File: config.mk
export PLATFORM = sky130hd
export DESIGN_NAME = layer_sequencer
export DESIGN_NICKNAME = d
export VERILOG_FILES = /design/src/rtl/layer_sequencer.sv
export SDC_FILE = /design/constraint.sdc
export NUM_CORES = 1
export LEC_CHECK = 0
export ABC_AREA = 1
export BUFFER_PORTS_ARGS = -buffer_cell sky130_fd_sc_hd__buf_2
export CAP_MARGIN = 25
export CORE_ASPECT_RATIO = 0.6
export CORE_MARGIN = 3
export CORE_UTILIZATION = 43
export CTS_CLUSTER_DIAMETER = 200
export DETAILED_ROUTE_END_ITERATION = 8
export PLACE_DENSITY = 0.68
export SYNTH_ARGS = -nofsm -noshare
export SYNTH_HDL_FRONTEND = slang
export SYNTH_SLANG_ARGS = --single-unit
File: constraint.sdc
create_clock -name clk -period 1.9 [get_ports clk]
set_clock_uncertainty 0.15 [all_clocks]
set_input_delay 0.19 -clock clk [delete_from_list [all_inputs] [get_ports clk]]
set_output_delay 0.19 -clock clk [all_outputs]
set_load 0.1 [all_outputs]
File: src/rtl/layer_sequencer.sv
// rtl/layer_sequencer.sv - walks neurons x input chunks of one FC layer through a single PU.
// Optional busy-cycle counter port perf_cycles is built when LAYER_SEQ_PERF_EN is defined.
module layer_sequencer #(
  parameter int N_NEURONS = 8,
  parameter int N_CHUNKS  = 4,
  parameter int XAW       = 2,
  parameter int WAW       = 5,
  parameter int NAW       = 3
) (
  input  logic           clk,
  input  logic           rst,
`ifdef LAYER_SEQ_PERF_EN
  output logic [15:0]    perf_cycles,
`endif
  input  logic           start,
  output logic           busy,
  output logic           done,
  output logic [XAW-1:0] x_addr,
  output logic [WAW-1:0] w_addr,
  output logic [NAW-1:0] b_addr,
  output logic           isfirst,
  input  logic [7:0]     pu_out,
  output logic           wr_en,
  output logic [NAW-1:0] wr_addr,
  output logic [7:0]     wr_data
);

  typedef enum logic [1:0] {S_IDLE, S_ISSUE, S_DRAIN, S_DONE} state_t;

  localparam logic [XAW-1:0] LAST_CHUNK  = XAW'(N_CHUNKS - 1);
  localparam logic [NAW-1:0] LAST_NEURON = NAW'(N_NEURONS - 1);

  state_t         state_q, state_d;
  logic [XAW-1:0] x_q, x_d;
  logic [WAW-1:0] w_q, w_d;
  logic [NAW-1:0] b_q, b_d;
  logic           stage_valid_q, stage_valid_d;
  logic           stage_first_q, stage_first_d;
  logic           stage_last_q, stage_last_d;
  logic [NAW-1:0] stage_neuron_q, stage_neuron_d;
  logic           wr_en_q, wr_en_d;
  logic [NAW-1:0] wr_addr_q, wr_addr_d;
  logic [7:0]     wr_data_q, wr_data_d;
  logic           issue_last;
  logic           start_ok;

  assign start_ok   = (state_q == S_IDLE) && start;
  assign issue_last = (state_q == S_ISSUE) && (x_q == LAST_CHUNK) && (b_q == LAST_NEURON);

  always_ff @(posedge clk) begin
    if (rst) begin
      state_q <= S_IDLE;
    end else begin
      state_q <= state_d;
    end
  end

  always_comb begin
    state_d = state_q;
    case (state_q)
      S_IDLE:  if (start) state_d = S_ISSUE;
      S_ISSUE: if (issue_last) state_d = S_DRAIN;
      S_DRAIN: state_d = S_DONE;
      S_DONE:  state_d = S_IDLE;
      default: state_d = S_IDLE;
    endcase
  end

  always_comb begin
    busy    = (state_q != S_IDLE);
    done    = (state_q == S_DONE);
    isfirst = stage_valid_q & stage_first_q;
  end

  // Address registers double as the chunk/neuron counters and hold after the final issue.
  always_comb begin
    x_d            = x_q;
    w_d            = w_q;
    b_d            = b_q;
    stage_valid_d  = 1'b0;
    stage_first_d  = stage_first_q;
    stage_last_d   = stage_last_q;
    stage_neuron_d = stage_neuron_q;
    wr_en_d        = stage_valid_q & stage_last_q;
    wr_addr_d      = wr_addr_q;
    wr_data_d      = wr_data_q;
    if (stage_valid_q && stage_last_q) begin
      wr_addr_d = stage_neuron_q;
      wr_data_d = pu_out;
    end
    if (start_ok) begin
      x_d = '0;
      w_d = '0;
      b_d = '0;
    end
    if (state_q == S_ISSUE) begin
      stage_valid_d  = 1'b1;
      stage_first_d  = (x_q == '0);
      stage_last_d   = (x_q == LAST_CHUNK);
      stage_neuron_d = b_q;
      if (!issue_last) begin
        w_d = w_q + 1'b1;
        if (x_q == LAST_CHUNK) begin
          x_d = '0;
          b_d = b_q + 1'b1;
        end else begin
          x_d = x_q + 1'b1;
        end
      end
    end
  end

  always_ff @(posedge clk) begin
    if (rst) begin
      x_q            <= '0;
      w_q            <= '0;
      b_q            <= '0;
      stage_valid_q  <= 1'b0;
      stage_first_q  <= 1'b0;
      stage_last_q   <= 1'b0;
      stage_neuron_q <= '0;
      wr_en_q        <= 1'b0;
      wr_addr_q      <= '0;
      wr_data_q      <= '0;
    end else begin
      x_q            <= x_d;
      w_q            <= w_d;
      b_q            <= b_d;
      stage_valid_q  <= stage_valid_d;
      stage_first_q  <= stage_first_d;
      stage_last_q   <= stage_last_d;
      stage_neuron_q <= stage_neuron_d;
      wr_en_q        <= wr_en_d;
      wr_addr_q      <= wr_addr_d;
      wr_data_q      <= wr_data_d;
    end
  end

  assign x_addr  = x_q;
  assign w_addr  = w_q;
  assign b_addr  = b_q;
  assign wr_en   = wr_en_q;
  assign wr_addr = wr_addr_q;
  assign wr_data = wr_data_q;

`ifdef LAYER_SEQ_PERF_EN
  logic [15:0] perf_q, perf_d;

  always_comb begin
    perf_d = perf_q;
    if (start_ok) begin
      perf_d = '0;
    end else if (busy && (perf_q != 16'hFFFF)) begin
      perf_d = perf_q + 16'd1;
    end
  end

  always_ff @(posedge clk) begin
    if (rst) begin
      perf_q <= '0;
    end else begin
      perf_q <= perf_d;
    end
  end

  assign perf_cycles = perf_q;
`endif

endmodule

==> metrics <==
status complete, no violations; Synth Instances 165; Hold Slack 0.02161 ns; H-tree levels 2; Final Hold Vio Count 0; routed len/inst 11.08 um; # port buffers 35; clock transition at the registers of the reported paths 0.06 ns; sequential fraction of the synthesis area 46.65%; grt met2 use 22.16%; final setup TNS 0 ns; number of inserted diodes 0; Final Non-Filler Cells 243; gr ovfl total 0; Setup crit end kind primary output; Tot Pwr 2.441 mW; # fillers 271; Crit path buffers/inverters 3; Critical Path AT 1.45 ns; final worst slack 0.1137 ns; Pwr Density 1545 nW/um^2; max frequency 559.8 MHz; Clock Sinks 30; r2r setup slk 0.21 ns; net switching power 1.166 mW; crit-path cells inv_1, ha_1, inv_1, buf_2; CTS tree done; Most common cell on crit path inv_1; Via density 4.675; Leakage 0.7730 nW; postcts setup bufs 0; internal power 1.275 mW; gpl congestion 0.7579; Mapped Area 1287 sq um; worst-margin pin slew 0.4929 ns; Skew-Pair Late Insertion Delay 0.27 ns; CTS Hold Bufs 0; Starting Density 48.04%; Worst R2R End w_addr[2]; Peak VDD IR 621.3 uV; Worst Min Path Start rst; DRT Wirelength 2693 um; crit path max fanout 4; Seq pwr share 34.0%; DRC Markers 0; IO Pins 36; Die Ht 48.39 um; post-cts resize count 0; HPWL after DPL 1966 um; placed cell area 1489 sq um; max_slew headroom 67.37%; full die area 3708 sq um; most common cell in the synthesized netlist nor2_1; startpoint types flip-flop; HP Class in2reg; pre-CTS setup slack 0.2310 ns; First DRT Iteration DRCs 86; Tmin final 1.786 ns; reg2reg start state_q[1]; gr busiest metal met2; delay-heaviest family, CP buffers and inverters; met3 Resource Use GR 5.741%; Logic pwr share 45.1%; Period Utilization, post-route 94.02%; clock network power share 20.9%; R2R cell count 7; switching part of the total power 47.75%; die width 76.64 um; RSZ-0062 raised after global routing false; largest net degree at the start of global routing 26; met1 global-route usage 20.69%; vias in the first global route 1044; Post-synth ARST share 0%; Final Util 58.96%; initial antenna violation count 0; share of cells above drive strength 1 26.11%; Worst Hold Depth 2; Yosys cell types 21; vias 1136; # rows 14; Mapped Nets 186; Max Buffers Root-to-Sink 2; Yosys warning count 0; #FFs+latches synth 30; fin. max-slew vios 0; Crit-path slowest cell buf_2; Critical Path RT 1.56 ns; area delta synth->final 22.74%; Crit path largest cell delay 0.42 ns; Num CTS Buffers 5; post-route ant nets 0; ys flop type dfxtp_1; placed cells 235; area leader, netlist dfxtp_1; nets@finish 223; Syn Area/Cell 7.803 sq um; DR pass1 iterations 4; area fraction of the dominant cell type after synthesis 46.65%; Tot GR Track Use 14.90%; Core Area 2680 sq um; clk root buf clkbuf_8; most area-consuming cells after synthesis dfxtp_1, nor2_1, ha_1, o21ai_0, nand2_1; worst hold endpoint x_addr[1]; Post-synth EDFFs 0; final count of negative-setup-slack endpoints 0; CP Class reg2out; Final Cell Area 1580 sq um; Max-Cap Viols 0; global-route wire length before repair 4554 um; top post-synthesis cells by count nor2_1, dfxtp_1, o21ai_0
[cells in the final DEF (no fill, tap or decap), drive strengths merged]
master,Yosys,layout
or2,2,2
inv,13,13
clkbuf,2,7
nand3,8,8
o21ai,22,22
nor2,43,43
buf,3,35
ha,10,10
a21oi,11,11
nand4,1,1
nand2,19,19
clkinv,0,1
nand3b,1,1
dfxtp,30,30
[flip-flops by register name, indices dropped and copies added, names as in the netlist]
| signal | count |
|---|---|
| b_addr | 3 |
| stage_first_q | 1 |
| stage_last_q | 1 |
| stage_neuron_q | 3 |
| stage_valid_q | 1 |
| state_q | 2 |
| w_addr | 5 |
| wr_addr | 3 |
| wr_data | 8 |
| wr_en | 1 |
| x_addr | 2 |
[final cells by class]
cell class / count / area (sq um) / area share (%)
Clock inverter: 1 / 5.005 / 0.3167
Tap cell: 40 / 50.05 / 3.167
Clock buffer: 7 / 86.33 / 5.463
Sequential cell: 30 / 606.8 / 38.40
Timing Repair Buffer: 35 / 175.2 / 11.08
Inverter: 13 / 51.30 / 3.246
Multi-Input combinational cell: 117 / 605.6 / 38.32
[routing by layer]
layer | routed length [um] | vias up
li1 | - | 604
met1 | 1430 | 510
met2 | 1101 | 22
met3 | 162 | 0
met4 | 0 | 0
met5 | 0 | -
[worst max path at each step]
stage,start,to,slack (ns),cells after the start
after global routing,state_q[0],busy,0.01,4
after global placement,state_q[1],w_addr[2],0.32,7
after CTS,state_q[0],busy,0.1,4
after floorplan,state_q[0],state_q[0],0.02,7
after detailed placement,state_q[1],w_addr[3],0.23,7
final,state_q[0],busy,0.11,4
[logic make-up (layout without fill, tap and decap cells)]
kind of cell    Yosys count  in the layout  share of synthesized area (%)
simple gates             74             74                          23.62
compound gates           33             33                          13.70
flops                    30             30                          46.65
buf+inv                  18             56                          6.316
fa+ha+maj                10             10                          9.718
[power by group through the flow]
stage / logic [mW] / registers [mW] / clock network [mW]
after floorplan: 0.598 / 1.19 / 0
after global placement: 1.09 / 0.839 / 0
after detailed placement: 1.10 / 0.842 / 0
after CTS: 1.11 / 0.830 / 0.527
after global routing: 1.21 / 0.845 / 0.560
final: 1.10 / 0.829 / 0.511
No activity file was read; power rests on OpenSTA's default activity.
